$ cat src/rtl/com_to_in.sv
// com_to_in : oversampled asynchronous serial receiver.
//
// Frame on rx: start (0), 8 data bits LSB first, parity, stop (1).
// The line is brought into clk through a 2-flop synchronizer. The bit
// timing advances only on enable ticks, with OVERSAMPLE ticks per bit.
// A received byte is held together with its error flags until the
// consumer acknowledges it.
//
// Parameters
//   OVERSAMPLE : enable ticks per bit period (even, >= 4)
//   PARITY_ODD : 0 = even parity, 1 = odd parity
//
// Ports
//   clk       in   system clock, rising edge
//   rst_n     in   asynchronous active-low reset
//   enable    in   oversample tick, one clk wide
//   rx        in   serial line, idles high
//   ack       in   consumer acknowledge
//   data      out  last received byte
//   valid     out  data and flags held and unread
//   par_err   out  parity mismatch in the held frame
//   frame_err out  stop bit sampled low in the held frame
//   overrun   out  a frame completed while the previous one was unread
//   busy      out  receiver is not idle
//
// state  | meaning
// -------+------------------------------------------------------------
// IDLE   | line idle, waiting for a tick that sees rxs low
// START  | half a bit into the start bit, then confirm it is still low
// DATA   | sample 8 data bits at mid-bit, LSB first
// PARITY | sample the parity bit
// STOP   | sample the stop bit; low stop means a break follows
// BREAK  | line held low after a bad stop bit, wait for it to go high

module com_to_in #(
   parameter int OVERSAMPLE = 16,
   parameter bit PARITY_ODD = 1'b0
) (
   input  logic       clk,
   input  logic       rst_n,
   input  logic       enable,
   input  logic       rx,
   input  logic       ack,
   output logic [7:0] data,
   output logic       valid,
   output logic       par_err,
   output logic       frame_err,
   output logic       overrun,
   output logic       busy
);

   localparam int CNT_W = (OVERSAMPLE > 2) ? $clog2(OVERSAMPLE) : 1;
   localparam logic [CNT_W-1:0] CNT_LAST = CNT_W'(OVERSAMPLE - 1);
   localparam logic [CNT_W-1:0] CNT_HALF = CNT_W'(OVERSAMPLE / 2 - 1);

   typedef enum logic [2:0] {
      S_IDLE,
      S_START,
      S_DATA,
      S_PARITY,
      S_STOP,
      S_BREAK
   } state_t;

   state_t           state_q, state_d;
   logic [CNT_W-1:0] cnt_q, cnt_d;
   logic [2:0]       idx_q, idx_d;
   logic [7:0]       shift_q, shift_d;
   logic             par_q, par_d;
   logic             stop_q, stop_d;
   logic             done_q, done_d;

   logic             rx_meta_q, rxs_q;

   logic [7:0]       data_q;
   logic             valid_q, par_err_q, frame_err_q, overrun_q;

   // Synchronizer flops reset to the idle level so a reset never looks
   // like a start edge.
   always_ff @(posedge clk or negedge rst_n) begin
      if (!rst_n) begin
         rx_meta_q <= 1'b1;
         rxs_q     <= 1'b1;
      end else begin
         rx_meta_q <= rx;
         rxs_q     <= rx_meta_q;
      end
   end

   // State register
   always_ff @(posedge clk or negedge rst_n) begin
      if (!rst_n) begin
         state_q <= S_IDLE;
         cnt_q   <= '0;
         idx_q   <= '0;
         shift_q <= '0;
         par_q   <= 1'b0;
         stop_q  <= 1'b1;
         done_q  <= 1'b0;
      end else begin
         state_q <= state_d;
         cnt_q   <= cnt_d;
         idx_q   <= idx_d;
         shift_q <= shift_d;
         par_q   <= par_d;
         stop_q  <= stop_d;
         done_q  <= done_d;
      end
   end

   // Next-state and sampling datapath; everything here is frozen
   // while enable is low.
   always_comb begin
      state_d = state_q;
      cnt_d   = cnt_q;
      idx_d   = idx_q;
      shift_d = shift_q;
      par_d   = par_q;
      stop_d  = stop_q;
      done_d  = 1'b0;
      if (enable) begin
         case (state_q)
            S_IDLE: begin
               if (!rxs_q) begin
                  state_d = S_START;
                  cnt_d   = '0;
               end
            end
            S_START: begin
               if (cnt_q == CNT_HALF) begin
                  if (rxs_q) begin
                     state_d = S_IDLE;
                  end else begin
                     state_d = S_DATA;
                     cnt_d   = '0;
                     idx_d   = '0;
                  end
               end else begin
                  cnt_d = cnt_q + 1'b1;
               end
            end
            S_DATA: begin
               if (cnt_q == CNT_LAST) begin
                  shift_d[idx_q] = rxs_q;
                  cnt_d          = '0;
                  if (idx_q == 3'd7) begin
                     state_d = S_PARITY;
                  end else begin
                     idx_d = idx_q + 3'd1;
                  end
               end else begin
                  cnt_d = cnt_q + 1'b1;
               end
            end
            S_PARITY: begin
               if (cnt_q == CNT_LAST) begin
                  par_d   = rxs_q;
                  cnt_d   = '0;
                  state_d = S_STOP;
               end else begin
                  cnt_d = cnt_q + 1'b1;
               end
            end
            S_STOP: begin
               if (cnt_q == CNT_LAST) begin
                  stop_d  = rxs_q;
                  done_d  = 1'b1;
                  cnt_d   = '0;
                  state_d = rxs_q ? S_IDLE : S_BREAK;
               end else begin
                  cnt_d = cnt_q + 1'b1;
               end
            end
            S_BREAK: begin
               if (rxs_q) begin
                  state_d = S_IDLE;
               end
            end
            default: state_d = S_IDLE;
         endcase
      end
   end

   // Output decode
   always_comb begin
      busy = (state_q != S_IDLE);
   end

   // Result holding registers. The completion lands one clk after the
   // stop sample regardless of enable; ack is honoured on every clk.
   // A completion always wins over an ack in the same cycle, and that
   // ack still consumes the previous frame, so no overrun is flagged.
   always_ff @(posedge clk or negedge rst_n) begin
      if (!rst_n) begin
         data_q      <= 8'h00;
         valid_q     <= 1'b0;
         par_err_q   <= 1'b0;
         frame_err_q <= 1'b0;
         overrun_q   <= 1'b0;
      end else if (done_q) begin
         data_q      <= shift_q;
         par_err_q   <= ^shift_q ^ par_q ^ PARITY_ODD;
         frame_err_q <= ~stop_q;
         overrun_q   <= (overrun_q | valid_q) & ~ack;
         valid_q     <= 1'b1;
      end else if (ack && valid_q) begin
         valid_q     <= 1'b0;
         par_err_q   <= 1'b0;
         frame_err_q <= 1'b0;
         overrun_q   <= 1'b0;
      end
   end

   assign data      = data_q;
   assign valid     = valid_q;
   assign par_err   = par_err_q;
   assign frame_err = frame_err_q;
   assign overrun   = overrun_q;

endmodule

$ cat config.mk
export PLATFORM = sky130hd
export DESIGN_NAME = com_to_in
export DESIGN_NICKNAME = d
export VERILOG_FILES = /design/src/rtl/com_to_in.sv
export SDC_FILE = /design/constraint.sdc
export NUM_CORES = 1
export LEC_CHECK = 0
export ABC_AREA = 1
export CAP_MARGIN = 20
export CORE_AREA = 2 2 59 61
export CTS_BUF_LIST = sky130_fd_sc_hd__clkbuf_2
export DETAILED_ROUTE_END_ITERATION = 8
export DIE_AREA = 0 0 61 63
export PLACE_DENSITY = 0.88
export SKIP_LAST_GASP = 1
export SLEW_MARGIN = 20
export SYNTH_ARGS = -nofsm -noshare
export SYNTH_HDL_FRONTEND = slang
export SYNTH_SLANG_ARGS = --single-unit
$ cat constraint.sdc
create_clock -name clk -period 1.91 [get_ports clk]
set_input_delay 0.382 -clock clk [delete_from_list [all_inputs] [get_ports clk]]
set_output_delay 0.382 -clock clk [all_outputs]
set_load 0.01 [all_outputs]
# Word-level counts from Yosys, hierarchy flattened
# Index checks and enable logic that the tools add are counted.
dict set report op_classes {
  addsub 2
  mul 0
  n_div 0
  order_cmp 2
  eq_ne 17
  n_shift 0
  mux 30
  bitwise 5
  n_reduce_logical 15
}
# cell n
set op_table {}
lappend op_table {{2-to-1 mux 3 bit} 12}
lappend op_table {{!= test 2 bit (second input constant)} 9}
lappend op_table {{one-hot mux 3 bit (6 select lines)} 1}
lappend op_table {{2-to-1 mux 4 bit} 3}
lappend op_table {{one-hot mux 4 bit (3 select lines)} 1}
lappend op_table {{equality test 3 bit (second input constant)} 3}
lappend op_table {{2-to-1 mux 1 bit} 9}
lappend op_table {{AND reduction 3 bit} 3}
lappend op_table {{bitwise mux 8 bit} 1}
lappend op_table {{AND reduction 8 bit} 1}
lappend op_table {{parity 8 bit} 1}
lappend op_table {{equality test 3 x 2 -> 1 bit (second input constant)} 2}
lappend op_table {{one-hot mux 3 bit (2 select lines)} 1}
lappend op_table {{AND reduction 6 bit} 1}
lappend op_table {{nonzero test 3 bit} 2}
lappend op_table {{adder 4 x 1 -> 4 bit (second input constant)} 1}
lappend op_table {{equality test 4 x 3 -> 1 bit (second input constant)} 1}
lappend op_table {{equality test 4 bit (second input constant)} 1}
lappend op_table {{less-than comparator 3 x 4 -> 1 bit (second input constant)} 1}
lappend op_table {{nonzero test 2 bit} 2}
lappend op_table {{adder 3 x 1 -> 3 bit (second input constant)} 1}
lappend op_table {{demux 1 bit (select 3 bit)} 1}
lappend op_table {{equality test 3 x 1 -> 1 bit (second input constant)} 1}
lappend op_table {{greater-or-equal comparator 3 x 1 -> 1 bit (second input constant)} 1}
lappend op_table {{9 further kinds} 11}
dict set report word_totals {
  ff_bits 35
  latch_bits 0
  ram_bits 0
  mem_bits_ro 0
  memories 0
}

# Depth between registers and ports, before layout
# Gate-level depths: netlist of run 1.
dict set report logic_depth {
  word_depth 5
  ltp_mapped 10
  ltp_nobuf 10
}

# Worst setup path after synthesis of run 1
# OpenSTA, ideal clock, no wires.
dict set report synth_timing {
  path_kind {register -> register}
  startpoint {register cnt_q[0]}
  endpoint {register shift_q[2]}
  arrival_time_ns 1.285
  t_required_ns 1.783
  slack_ns 0.497
  stages_incl_launch_ff 11
  n_path_buf 0
  period_less_slack_ns 1.413
  cell_sequence {dfrtp_1 -> ha_1 -> nand2_1 -> inv_1 -> nand2_1 -> nor2_1 -> nand2_4 -> inv_2 -> nand3_1 -> nand2_1 -> o21ai_1}
}
dict set report synth_between {
  elab_chain_len 2
}
# item line
set synth_lines {}
lappend synth_lines {{start, declared} 66} ;# logic [CNT_W-1:0] cnt_q, cnt_d;
lappend synth_lines {{start signal, assigned} 102} ;# cnt_q <= cnt_d;
lappend synth_lines {{equality test 4 bit} 143} ;# if (cnt_q == CNT_LAST) begin
lappend synth_lines {{AND reduction 3 bit (no source line)} n/a}
lappend synth_lines {{end signal, assigned} 104} ;# shift_q <= shift_d;
lappend synth_lines {{end, declared} 68} ;# logic [7:0] shift_q, shift_d;
# No other way between the ends.
# A chain may end at the register's enable or synchronous reset.

# Worst setup path in the final report of run 1
dict set report layout_timing {
  startpoint {register valid_q, in the netlist valid}
  endpoint {output port valid}
}
# item line
set layout_rtl {}
lappend layout_rtl {{start, declared} 76} ;# logic valid_q, par_err_q, frame_err_q, overrun_q;
lappend layout_rtl {{start signal, assigned} 196} ;# valid_q <= 1'b0;
lappend layout_rtl {{start signal, assigned} 205} ;# valid_q <= 1'b1;
lappend layout_rtl {{start signal, assigned} 207} ;# valid_q <= 1'b0;
lappend layout_rtl {{end, declared} 45} ;# output logic valid,
# No word-level cell between the ends.

==> results of run 1 <==
==> final timing paths <==
kind,slack [ps],to,start
worst max register to register,240,shift_q[6]$_DFFE_PN0P_,cnt_q[0]$_DFFE_PN0P_
max in group asynchronous,1170,rx_meta_q$_DFF_PN1_,rst_n
worst min-delay path,370,rxs_q$_DFF_PN1_,rx_meta_q$_DFF_PN1_
worst max-delay path,170,valid,valid$_DFFE_PN0P_
min in group asynchronous,400,frame_err$_DFFE_PN0P_,rst_n
worst min register to register,370,rxs_q$_DFF_PN1_,rx_meta_q$_DFF_PN1_
==> layer usage <==
metal | vias up | wire (um) | track usage, %
met1 | 716 | 1550 | 25.6
met4 | 0 | 63 | 7.61
met5 | - | 0 | 0
met3 | 8 | 99 | 4.97
li1 | 807 | - | -
met2 | 26 | 1720 | 36.8
==> flip-flops by register name, indices dropped and copies added, names as in the netlist <==
register / count
idx_q: 3
data: 8
state_q: 3
frame_err: 1
shift_q: 8
stop_q: 1
par_err: 1
par_q: 1
overrun: 1
rx_meta_q: 1
valid: 1
cnt_q: 4
rxs_q: 1
done_q: 1
==> final cells by class <==
cell class	instances	share of cell area (%)
sequential	35	41.2
multi-input combinational	169	37.4
timing repair buffer	22	9.81
inverter	34	5.95
tap	46	2.69
clock inverter	3	1.81
clock buffer	5	1.17
==> repair_timing <==
action / 4_1_cts / 5_1_grt
setup buffers: 2 / 0
resized for setup: 2 / 1
endpoints found under the hold margin: 0 / 0
setup endpoints to repair: 1 / 1
==> kinds of logic (layout without fill, tap and decap cells) <==
| kind of cell | count (synthesis) | in the layout |
|---|---|---|
| buf+inv | 35 | 64 |
| simple gates | 123 | 123 |
| flops | 35 | 35 |
| compound gates | 42 | 42 |
| xor+xnor | 1 | 1 |
| fa+ha+maj | 3 | 3 |
==> cells in the final DEF (no fill, tap or decap) <==
cell type,count
nand2_1,88
dfrtp_1,30
inv_1,29
o21ai_0,19
clkdlybuf4s50_1,16
nand3_1,13
nor2_1,13
o21ai_1,11
a21oi_1,9
clkbuf_2,5
buf_4,5
inv_2,4
ha_1,3
dfstp_2,3
nor3_2,2
clkinv_1,2
nand2_2,2
dfrtp_2,2
nor2_2,1
nor2_8,1
nand3_2,1
xor2_1,1
o21ai_2,1
nand2_4,1
nor2_4,1
a31o_2,1
a21boi_0,1
clkinv_2,1
bufinv_16,1
dlymetal6s2s_1,1
==> metrics by stage <==
stage / setup WS, ps / utilization, % / cell area (um^2)
after floorplan: 497 / - / 1810
after global placement: 226 / 63.7 / 2060
after detailed placement: 191 / 63.7 / 2060
after CTS: 10.8 / 66.2 / 2140
after global routing: 60.0 / 66.3 / 2140
final: 174 / 66.3 / 2140
==> power by group through the flow <==
stage | Sequential [mW] | Combinational (mW) | Clock, mW
after floorplan | 0.906 | 0.425 | 0
after global placement | 0.892 | 0.604 | 0
after detailed placement | 0.894 | 0.621 | 0
after CTS | 0.861 | 0.678 | 0.473
after global routing | 0.872 | 0.765 | 0.504
final | 0.864 | 0.674 | 0.458
==> results.ini, run 1 <==
[setup_path]
end_kind=primary output
critPathKind=flip-flop to primary output
reg2reg_depth=10
worstPathArrival_ps=1350
cp-start-kind=flip-flop
critPathRequiredTime_ps=1530
crit_chain=clkdlybuf4s50_1
cp.depth=1
path_max_fanout=4
critical_path_buf_inv_count=1
cp_top_family=buffers and inverters
max_stage_delay_ps=550
worst_path_max_delay_cell=clkdlybuf4s50_1

[synth]
synthFlopType=dfrtp_1
synthMuxAreaShare_pct=0
yosys.area_share.simple_pct=29.5
ys_seq_elements=35
ys_seq_area_share_pct=48.5
syn_nets=247
synth_most_common_cell=nand2_1
synth_top_cells_by_area=dfrtp_1 (44%), nand2_1 (18%), inv_1 (6.0%), o21ai_0 (5.2%), dfstp_2 (4.3%)
synth_fa_ha_area_share_pct=2.07
yosysTopAreaCellShare_pct=44.2
synth_top_family_by_area=simple AND/OR/NAND/NOR gates
synth_largest_area_cell=dfrtp_1
synth_warnings=0
syn-mean-instance-area_um2=7.59
netlist_instances=239
synth.distinct_cells=24
ys_top_cells_by_count=nand2_1 (88), dfrtp_1 (32), inv_1 (29)
synth_compound_area_share_pct=12.1
synthArstFlopShare_pct=100
netlist_area_mm2=0.00181
yosys.area_share.xor_xnor_pct=0.483
synth_enable_flop_cells=0

[drt]
drt-pass1-iter-count=4
ant_nets=0
viasPerCell=4.96
num_vias=1557
finalWirelength_um=3430
drc_errors=0
wl_per_cell_um=10.9
drt_iter0_drc=58

[grt]
grt_pass1_wl_um=6220
grt-ovfl-total=0
grt_pass1_vias=1501
grt_max_degree=36
antenna_found_initial=0
grt_usage_pct=21.5

[power_and_ir_drop]
ir_worst_vdd_uv=798
p_per_area_mw_per_mm2=932
p_seq_share_pct=43.3
fin_total_pwr_mw=2.00
power.switching_uw=730
p_clk_share_pct=22.9
p_sw_share_pct=36.6
cellLeakagePower_nw=1.07
combPwrFrac_pct=33.8
intPower_mw=1.27

[cts]
cts_tree=built
cts_inserted_buffers=5
path_clk_slew_ps=180
clkSinkCount=35
cts_hold_repair.buffers=0
root_buffer=clkbuf_2
insertion_delay_ps=370
clk_path_buf_depth=2
cts_max_level=2

[placed_design]
dp_hpwl_um=2500
post-place-cells=304
place.gp.congestion=0.857
place.port_buffers=17

[run_status]
status=complete, no violations

[finish]
multi_input_area_um2=802
nFillCells=286
n_antenna_cell=0
post_layout_nonfiller_instances=314
final_nets=275
regArea_um2=882
syn_to_final_growth_pct=18.2
drive_gt1_share_pct=11.9

[die]
coreArea_mm2=0.00323
die_h_um=63
start_util_pct=56.1
io_pins=18
die_w_um=61
num_rows=21
die_area_mm2=0.00384

[sta]
finalHoldViolCount=0
period_share_pct=90.9
setup_violations=0
min_period_ps=1740
clock.fmax_mhz=576
rsz0062_at_grt=no
drv_slew=0
hold_slack_ps=370
worstMarginPinSlew_ps=414
relSlewSlack_pct=72.2
fin_setup_tns_ps=0
skew_ps=14.3

[run]
cap_violations=0

[worst_hold_path]
hold_path.class=flip-flop to flip-flop
whs_path_depth=0

(Power assumes the default switching activity.)
==> run 2, diff against run 1 <==
--- a/config.mk
+++ b/config.mk
@@ -7,11 +7,13 @@
 export LEC_CHECK = 0
 export ABC_AREA = 1
 export CAP_MARGIN = 20
-export CORE_AREA = 2 2 59 61
+export CELL_PAD_IN_SITES_DETAIL_PLACEMENT = 1
+export CELL_PAD_IN_SITES_GLOBAL_PLACEMENT = 1
+export CORE_AREA = 2 2 68 70
 export CTS_BUF_LIST = sky130_fd_sc_hd__clkbuf_2
 export DETAILED_ROUTE_END_ITERATION = 8
-export DIE_AREA = 0 0 61 63
-export PLACE_DENSITY = 0.88
+export DIE_AREA = 0 0 70 72
+export PLACE_DENSITY = 0.83
 export SKIP_LAST_GASP = 1
 export SLEW_MARGIN = 20
 export SYNTH_ARGS = -nofsm -noshare
==> run 2 against run 1 <==
Effect of this change: total power shrank 5.5%; critical path depth is the same; routed wire length increased by 18%; highest routed layer unchanged; core utilization is 16 points lower; largest power group unchanged.
==> results.ini, run 2 (synthesis gave the netlist of run 1 again) <==
[run_status]
status=complete, no violations

[finish]
final_nets=276
syn_to_final_growth_pct=17.5
drive_gt1_share_pct=12.3
n_antenna_cell=0
post_layout_nonfiller_instances=321
layout_commonest_cell=nand2_1
nFillCells=557
final_cell_mix=nand2_1 (88), dfrtp_1 (30), inv_1 (29)

[cts]
cts_tree=built
cts_max_level=2
clk_path_buf_depth=2
cts_hold_repair.buffers=0
path_clk_slew_ps=170
cts_inserted_buffers=5
root_buffer=clkbuf_2
insertion_delay_ps=390
clkSinkCount=35

[drt]
viasPerCell=4.89
num_vias=1571
drt_iter0_drc=54
wl_per_cell_um=12.6
finalWirelength_um=4040
ant_nets=0
drt-pass1-iter-count=4
drc_errors=0

[die]
num_rows=24
start_util_pct=42.5
die_w_um=70
die_area_mm2=0.00504
die_h_um=72
io_pins=18
coreArea_mm2=0.00426

[grt]
grt_usage_pct=18.9
grt.met3_usage_pct=4.44
antenna_found_initial=0
grt_pass1_wl_um=7550
met1_usage_pct=22.0
grt_pass1_vias=1711
grt_busiest_layer=met2
grt-ovfl-total=0
use_met2_pct=34.1
grt_max_degree=36

[sta]
setup_violations=0
rsz0062_at_grt=no
skew_ps=14.7
finalWorstSetupSlack_ps=163
finalHoldViolCount=0
worstMarginPinSlew_ps=441
fin_setup_tns_ps=0
drv_slew=0
clock.fmax_mhz=572
relSlewSlack_pct=70.6
hold_slack_ps=371
period_share_pct=91.5
min_period_ps=1750

[setup_path]
worst_path_max_delay_cell=clkdlybuf4s50_1
cp_top_family=buffers and inverters
timing.rr.start=cnt_q[0]$_DFFE_PN0P_
critPathKind=flip-flop to primary output
critical_path_buf_inv_count=1
path_max_fanout=4
max_stage_delay_ps=560
crit_chain=clkdlybuf4s50_1
worstPathArrival_ps=1370
ff2ff_setup_slack_ps=250
cp-start-kind=flip-flop
timing.rr.end=shift_q[4]$_DFFE_PN0P_
critPathRequiredTime_ps=1530
reg2reg_depth=10
end_kind=primary output

[placed_design]
post-place-cells=311
place.gp.congestion=0.742
preCtsSetupSlack_ps=160
place.port_buffers=17
dp_hpwl_um=3170

[worst_hold_path]
worstHoldEndpoint=rxs_q$_DFF_PN1_
hold_path.class=flip-flop to flip-flop
hold_path_startpoint=rx_meta_q$_DFF_PN1_
whs_path_depth=0

[run]
cap_violations=0

[power_and_ir_drop]
p_per_area_mw_per_mm2=886
cellLeakagePower_nw=1.06
ir_worst_vdd_uv=537

[run 2: changes by cell type in the layout (fill, tap and decap cells not counted)]
cell,previous run,this run
clkbuf_2,5,6
dlygate4sd2_1,0,1
bufinv_16,1,0
buf_4,5,6
dlymetal6s2s_1,1,0
[run 2: through the flow]
step           power (mW)  instance area [um^2]  utilization, %
6_report             1.89                  2130            49.9
3_5_place_dp         1.55                  2070            48.7
3_3_place_gp         1.52                  2070            48.7
4_1_cts              1.92                  2130            49.9
5_1_grt              2.06                  2130            49.9
2_1_floorplan        1.33                  1810               -
[run 2: worst max-delay path by stage]
stage | startpoint | end | slack [ps] | cells past startpoint
floorplan | cnt_q[0]$_DFFE_PN0P_ | shift_q[2]$_DFFE_PN0P_ | 500 | 10
global placement | enable | shift_q[6]$_DFFE_PN0P_ | 220 | 8
detailed placement | enable | shift_q[4]$_DFFE_PN0P_ | 160 | 8
CTS | valid$_DFFE_PN0P_ | valid | 110 | 1
global route | cnt_q[0]$_DFFE_PN0P_ | shift_q[4]$_DFFE_PN0P_ | 30 | 10
finish | valid$_DFFE_PN0P_ | valid | 160 | 1
[run 2: routing by layer]
metal  vias up  share of wire [%]
met4         0                1.6
li1        809                  -
met2        23                 51
met3         6                3.7
met1       733                 44
met5         -                  0
[run 2: what timing repair did]
action	in CTS	in global routing
gates resized for setup	3	0
setup endpoints to repair	1	0
setup buffers	2	0
[run 2: final cells by class]
class	instances	area, um^2	share of cell area (%)
Clock buffer	6	30.0	1.41
Clock inverter	2	8.76	0.411
Inverter	34	128	5.99
Multi-Input combinational cell	169	802	37.7
Sequential cell	35	882	41.4
Tap cell	52	65.1	3.06
Timing Repair Buffer	23	214	10.0
[run 2: report_power, final]
group | switching [mW] | internal [mW]
combinational | 0.451 | 0.235
sequential | 0.0537 | 0.810
clock | 0.247 | 0.0899
